File: src/rtl/pll_reset_sequencer.sv
// Reference-clock bring-up controller: pulses the PLL reset, waits for a stable
// synchronized lock, then holds and releases the core reset. Retries on timeout.
module pll_reset_sequencer #(
  parameter int PLL_RST_CYCLES      = 16,
  parameter int LOCK_TIMEOUT_CYCLES = 65536,
  parameter int LOCK_STABLE_CYCLES  = 1024,
  parameter int CORE_RST_HOLD       = 64,
  parameter int MAX_RETRIES         = 3,
  localparam int RETRY_W = (MAX_RETRIES < 1) ? 1 : $clog2(MAX_RETRIES + 1)
) (
  input  logic               sys_clock,
  input  logic               reset,
  input  logic               pll_lock,
  output logic               pll_rst,
  output logic               core_reset,
  output logic [2:0]         state,
  output logic [RETRY_W-1:0] retry_count,
  output logic [7:0]         lock_loss_count,
  output logic               lock_fail
);

  localparam int MAX_AB  = (PLL_RST_CYCLES > LOCK_TIMEOUT_CYCLES) ? PLL_RST_CYCLES : LOCK_TIMEOUT_CYCLES;
  localparam int MAX_CD  = (LOCK_STABLE_CYCLES > CORE_RST_HOLD) ? LOCK_STABLE_CYCLES : CORE_RST_HOLD;
  localparam int CNT_MAX = (MAX_AB > MAX_CD) ? MAX_AB : MAX_CD;
  localparam int CNT_W   = $clog2(CNT_MAX + 1);

  localparam logic [CNT_W-1:0]   PLL_RST_LAST = CNT_W'(PLL_RST_CYCLES - 1);
  localparam logic [CNT_W-1:0]   TIMEOUT_LAST = CNT_W'(LOCK_TIMEOUT_CYCLES - 1);
  localparam logic [CNT_W-1:0]   STABLE_LAST  = CNT_W'(LOCK_STABLE_CYCLES - 1);
  localparam logic [CNT_W-1:0]   HOLD_LAST    = CNT_W'(CORE_RST_HOLD - 1);
  localparam logic [RETRY_W-1:0] RETRY_LIMIT  = RETRY_W'(MAX_RETRIES);

  typedef enum logic [2:0] {
    ST_PLL_RESET = 3'd0,
    ST_WAIT_LOCK = 3'd1,
    ST_STABILIZE = 3'd2,
    ST_HOLD      = 3'd3,
    ST_RUN       = 3'd4,
    ST_FAIL      = 3'd5
  } state_e;

  state_e             state_q, state_d;
  logic [CNT_W-1:0]   cnt_q, cnt_d, cnt_inc;
  logic [RETRY_W-1:0] retry_q, retry_d;
  logic [7:0]         loss_q, loss_d, loss_inc;
  logic               sync1_q, lock_sync_q;
  logic               pll_rst_q, pll_rst_d;
  logic               core_reset_q, core_reset_d;
  logic               lock_fail_q, lock_fail_d;

  // Two-flop synchronizer for the asynchronous raw lock
  always_ff @(posedge sys_clock or negedge reset) begin
    if (!reset) begin
      sync1_q     <= 1'b0;
      lock_sync_q <= 1'b0;
    end else begin
      sync1_q     <= pll_lock;
      lock_sync_q <= sync1_q;
    end
  end

  always_comb begin
    state_d  = state_q;
    cnt_d    = cnt_q;
    retry_d  = retry_q;
    loss_d   = loss_q;
    cnt_inc  = cnt_q + CNT_W'(1);
    loss_inc = (loss_q == 8'hFF) ? loss_q : loss_q + 8'd1;

    case (state_q)
      ST_PLL_RESET: begin
        if (cnt_q == PLL_RST_LAST) begin
          state_d = ST_WAIT_LOCK;
          cnt_d   = '0;
        end else begin
          cnt_d = cnt_inc;
        end
      end
      ST_WAIT_LOCK: begin
        // Lock takes priority over a coincident timeout
        if (lock_sync_q) begin
          state_d = ST_STABILIZE;
          cnt_d   = '0;
        end else if (cnt_q == TIMEOUT_LAST) begin
          cnt_d = '0;
          if (retry_q < RETRY_LIMIT) begin
            retry_d = retry_q + RETRY_W'(1);
            state_d = ST_PLL_RESET;
          end else begin
            state_d = ST_FAIL;
          end
        end else begin
          cnt_d = cnt_inc;
        end
      end
      ST_STABILIZE: begin
        if (!lock_sync_q) begin
          state_d = ST_WAIT_LOCK;
          cnt_d   = '0;
        end else if (cnt_q == STABLE_LAST) begin
          state_d = ST_HOLD;
          cnt_d   = '0;
        end else begin
          cnt_d = cnt_inc;
        end
      end
      ST_HOLD: begin
        if (!lock_sync_q) begin
          loss_d  = loss_inc;
          state_d = ST_PLL_RESET;
          cnt_d   = '0;
        end else if (cnt_q == HOLD_LAST) begin
          state_d = ST_RUN;
          retry_d = '0;
          cnt_d   = '0;
        end else begin
          cnt_d = cnt_inc;
        end
      end
      ST_RUN: begin
        cnt_d = '0;
        if (!lock_sync_q) begin
          loss_d  = loss_inc;
          state_d = ST_PLL_RESET;
        end
      end
      ST_FAIL: begin
        cnt_d = '0;
      end
      default: begin
        state_d = ST_PLL_RESET;
        cnt_d   = '0;
      end
    endcase

    // Outputs are decoded from the next state so they change on the same edge
    pll_rst_d    = (state_d == ST_PLL_RESET);
    core_reset_d = (state_d != ST_RUN);
    lock_fail_d  = lock_fail_q | (state_d == ST_FAIL);
  end

  always_ff @(posedge sys_clock or negedge reset) begin
    if (!reset) begin
      state_q      <= ST_PLL_RESET;
      cnt_q        <= '0;
      retry_q      <= '0;
      loss_q       <= '0;
      pll_rst_q    <= 1'b1;
      core_reset_q <= 1'b1;
      lock_fail_q  <= 1'b0;
    end else begin
      state_q      <= state_d;
      cnt_q        <= cnt_d;
      retry_q      <= retry_d;
      loss_q       <= loss_d;
      pll_rst_q    <= pll_rst_d;
      core_reset_q <= core_reset_d;
      lock_fail_q  <= lock_fail_d;
    end
  end

  assign state           = state_q;
  assign retry_count     = retry_q;
  assign lock_loss_count = loss_q;
  assign pll_rst         = pll_rst_q;
  assign core_reset      = core_reset_q;
  assign lock_fail       = lock_fail_q;

endmodule
File: config.mk
export PLATFORM = sky130hd
export DESIGN_NAME = pll_reset_sequencer
export DESIGN_NICKNAME = d
export VERILOG_FILES = /design/src/rtl/pll_reset_sequencer.sv
export SDC_FILE = /design/constraint.sdc
export NUM_CORES = 1
export LEC_CHECK = 0
export ABC_AREA = 1
export BUFFER_PORTS_ARGS = -buffer_cell sky130_fd_sc_hd__buf_2
export CORE_AREA = 4 4 71 73
export CTS_CLUSTER_DIAMETER = 30
export DETAILED_ROUTE_END_ITERATION = 10
export DIE_AREA = 0 0 75 77
export PLACE_DENSITY = 0.76
export SLEW_MARGIN = 5
export SYNTH_ARGS = -nofsm -noshare
export SYNTH_HDL_FRONTEND = slang
export SYNTH_SLANG_ARGS = --single-unit
File: constraint.sdc
create_clock -name sys_clock -period 2.4 [get_ports sys_clock]
set_input_delay 0.48 -clock sys_clock [delete_from_list [all_inputs] [get_ports sys_clock]]
set_output_delay 0.48 -clock sys_clock [all_outputs]
set_load 0.03 [all_outputs]
==> results by group <==
Place
  – Placed wire-length estimate: ~2.6 mm
  – Routability cong.: between 0.8 and 0.9
  – Placed Instance Area: just over 2000 um^2
  – Worst slack, placed: between 50 and 60 ps
  – PortBufs: 18

Routing
  – Vias: between 1500 and 2000
  – Post-route antenna net violation count: 0
  – DR WL met2: 1.76 mm
  – Uppermost layer routed: met4
  – Met1 WL: 1.68 mm
  – Vias/cell: 4.90
  – DRT Pass-1 Iters: 4
  – Wire length on met3: 152 um
  – Final WL: 3.65 mm
  – Wire per inst: 11.2 um
  – DRC viols: 0
  – Starting DRT DRC Count: 92

Cells and area
  – Final core utilization: 51.1%
  – Finished Cell Area: ~2200 um^2
  – Layout cell share with drive strength beyond 1: 18.2%
  – Final-layout fill cell count: 411
  – # diodes: 0
  – Sequential Area: 878 um^2
  – Area grow syn2layout: 16.8%
  – Footprint of the multi-input gates: 896 um^2
  – Final net count: around 280

Setup path
  – Critical Path End: retry_count[1]
  – Reg2Reg Setup Slack: -4 ps
  – Critical path launch point: cnt_q[0]
  – WP data required: 2570 ps
  – Worst r2r src: cnt_q[0]
  – Worst r2r path cells: 15
  – R2R Path End: retry_count[1]
  – Startpoint Class: flip-flop
  – Worst path arrival time: between 2000 and 3000 ps
  – Max FO, Critical Path: 3
  – Crit Path Class: reg -> reg
  – CP endpoint kind: flip-flop

Synth
  – Syn_area_per_cell: roughly 7.8 um^2
  – Cell area after synthesis: 1900 um^2
  – Register area share after synthesis: 46.2%
  – Net Count, Synth: 253
  – Cells after Synth: 245
  – Seq cells post-synth: 35
  – Yosys warns: 0
  – Post-synth cell types: 26

CTS
  – Clock net sink count: 35
  – Post-CTS Hold Fix Bufs: 0
  – CTS Buf Count: 5
  – Reg clk slew, reported paths: 70 ps
  – H-tree depth: 2
  – Clock latency on the worst-skew pair: about 280 ps
  – Clk root buf: clkbuf_8
  – CTS max path bufs: 2
  – TritonCTS clock tree: yes

Pwr
  – Leak: 1.15 nW
  – Pwr/cell area: 826 nW/um^2
  – Tot Pwr: 1.84 mW
  – Peak supply drop: 338 uV

Timing
  – # setup viols final: 1
  – Worst slew margin: 48.0%
  – Final Max Tran Viols: 0
  – Fin worst setup slack: -4.39 ps
  – Final hold vios: 0
  – Unrepaired setup endpoints after global routing: yes
  – Worst clock skew: 10.7 ps
  – Period utilisation layout: 100%
  – Final Critical Period: 2400 ps
  – Fmax: 416 MHz
  – Slew @ Worst Pin: approximately 780 ps

Hold path
  – Worst min-delay path class: in -> async

Floorplanning
  – # IOs: 19
  – Initial Util: 43.7%
  – Die Span Y: around 77 um
  – Core area: 4350 um^2
  – Die Span X: 75 um
  – Die area: 5780 um^2
  – Cell Rows: 24

Job
  – Max_cap viols: 0

Global routing
  – First-pass GRT wire length: 6.46 mm
  – Grt total ovfl: 0
  – GRT Total Usage: 14.0%
  – Initial antenna violation count: 0
  – Vias in the first global route: approximately 1500
  – Largest net degree at the start of global routing: 36

Status
  – Outcome: complete, but fails checks
  – Failing checks: negative setup slack
==> stage by stage <==
stage                     instances  setup TNS [ps]  hold WS (ps)
after floorplan                 245               0           184
after global placement          315               0           335
after detailed placement        315               0           342
after CTS                       323               0           287
after global routing            327           -1120           285
final                           327           -4.39           262
==> power by group <==
| group | switching, mW | internal (mW) |
|---|---|---|
| Clock | 0.206 | 0.311 |
| Sequential | 0.0764 | 0.683 |
| Combinational | 0.368 | 0.193 |
| Total | 0.650 | 1.19 |
==> cells in the mapped netlist, drive strengths merged <==
library cell / number / area share [%]
nand2: 55 / 11
nor2: 45 / 9.5
inv: 36 / 7.1
dfrtp: 33 / 43
nand3: 17 / 5.0
xor2: 11 / 5.1
nor3: 10 / 2.9
o21ai: 10 / 2.6
nand4: 7 / 2.3
a21oi: 5 / 1.3
ha: 5 / 3.3
buf: 3 / 1.2
xnor2: 3 / 1.4
dfstp: 2 / 2.8
nand3b: 1 / 0.39
o21bai: 1 / 0.39
or2: 1 / 0.33
==> flip-flops by register name, summed over array words and instances, names as in the netlist, 2 cells and up <==
signal,flops
cnt_q,17
lock_loss_count,8
state,3
retry_count,2
==> critical path, cell delays in order (launching register included) <==
cell	delay (ps)
dfrtp_1	370
ha_2	210
nand3_2	100
nor2_4	140
nand2_2	100
nor2_2	140
nand4_1	130
nor3_2	250
ha_2	220
inv_2	50
nor2_4	110
nor2_2	50
nor3_2	200
nand2_1	100
nand2_1	60
o21ai_0	60
==> placed cells by master (no fill, tap or decap), types with 3 or more instances in the layout <==
cell type,instances
nand4_1,7
a21oi_1,5
nor2_4,3
inv_1,34
xnor2_1,3
clkbuf_8,5
nand3_1,15
buf_2,18
nand2_1,53
nor2_2,3
buf_4,7
nor2_1,39
nor3_1,8
ha_1,3
dfrtp_1,33
xor2_1,11
o21ai_0,9
==> final cells by class <==
class,instances,share of cell area [%]
Clock buffer,7,3.43
Clock inverter,1,1.35
Inverter,36,6.08
Multi-Input combinational cell,171,40.3
Sequential cell,35,39.5
Tap cell,52,2.93
Timing Repair Buffer,25,6.42
==> cell families (layout without fill, tap and decap cells) <==
| logic type | Yosys count | in the layout | synth area share (%) |
|---|---|---|---|
| xor+xnor | 14 | 14 | 6.44 |
| compound gates | 16 | 16 | 4.34 |
| buf+inv | 39 | 69 | 8.35 |
| flops | 35 | 35 | 46.2 |
| fa+ha+maj | 5 | 5 | 3.29 |
| simple gates | 136 | 136 | 31.4 |
==> worst min path at each step <==
| stage | cells past startpoint | startpoint | slack [ps] | to |
|---|---|---|---|---|
| global placement | 0 | sync1_q | 330 | lock_sync_q |
| finish | 1 | reset | 260 | lock_loss_count[3] |
| floorplan | 0 | reset | 180 | cnt_q[0] |
| detailed placement | 0 | sync1_q | 340 | lock_sync_q |
| global route | 1 | pll_lock | 290 | sync1_q |
| CTS | 1 | reset | 290 | lock_loss_count[7] |
==> timing repair <==
action	in CTS	in global routing
resized for setup	0	10
setup buffers	0	4
setup endpoints to repair	0	20
==> per-layer routing <==
layer	up-vias	global-route usage, %
li1	829	-
met3	6	3.27
met1	741	18.3
met2	26	22.3
met5	-	0
met4	0	4.63
No activity file was read; power rests on OpenSTA's default activity.
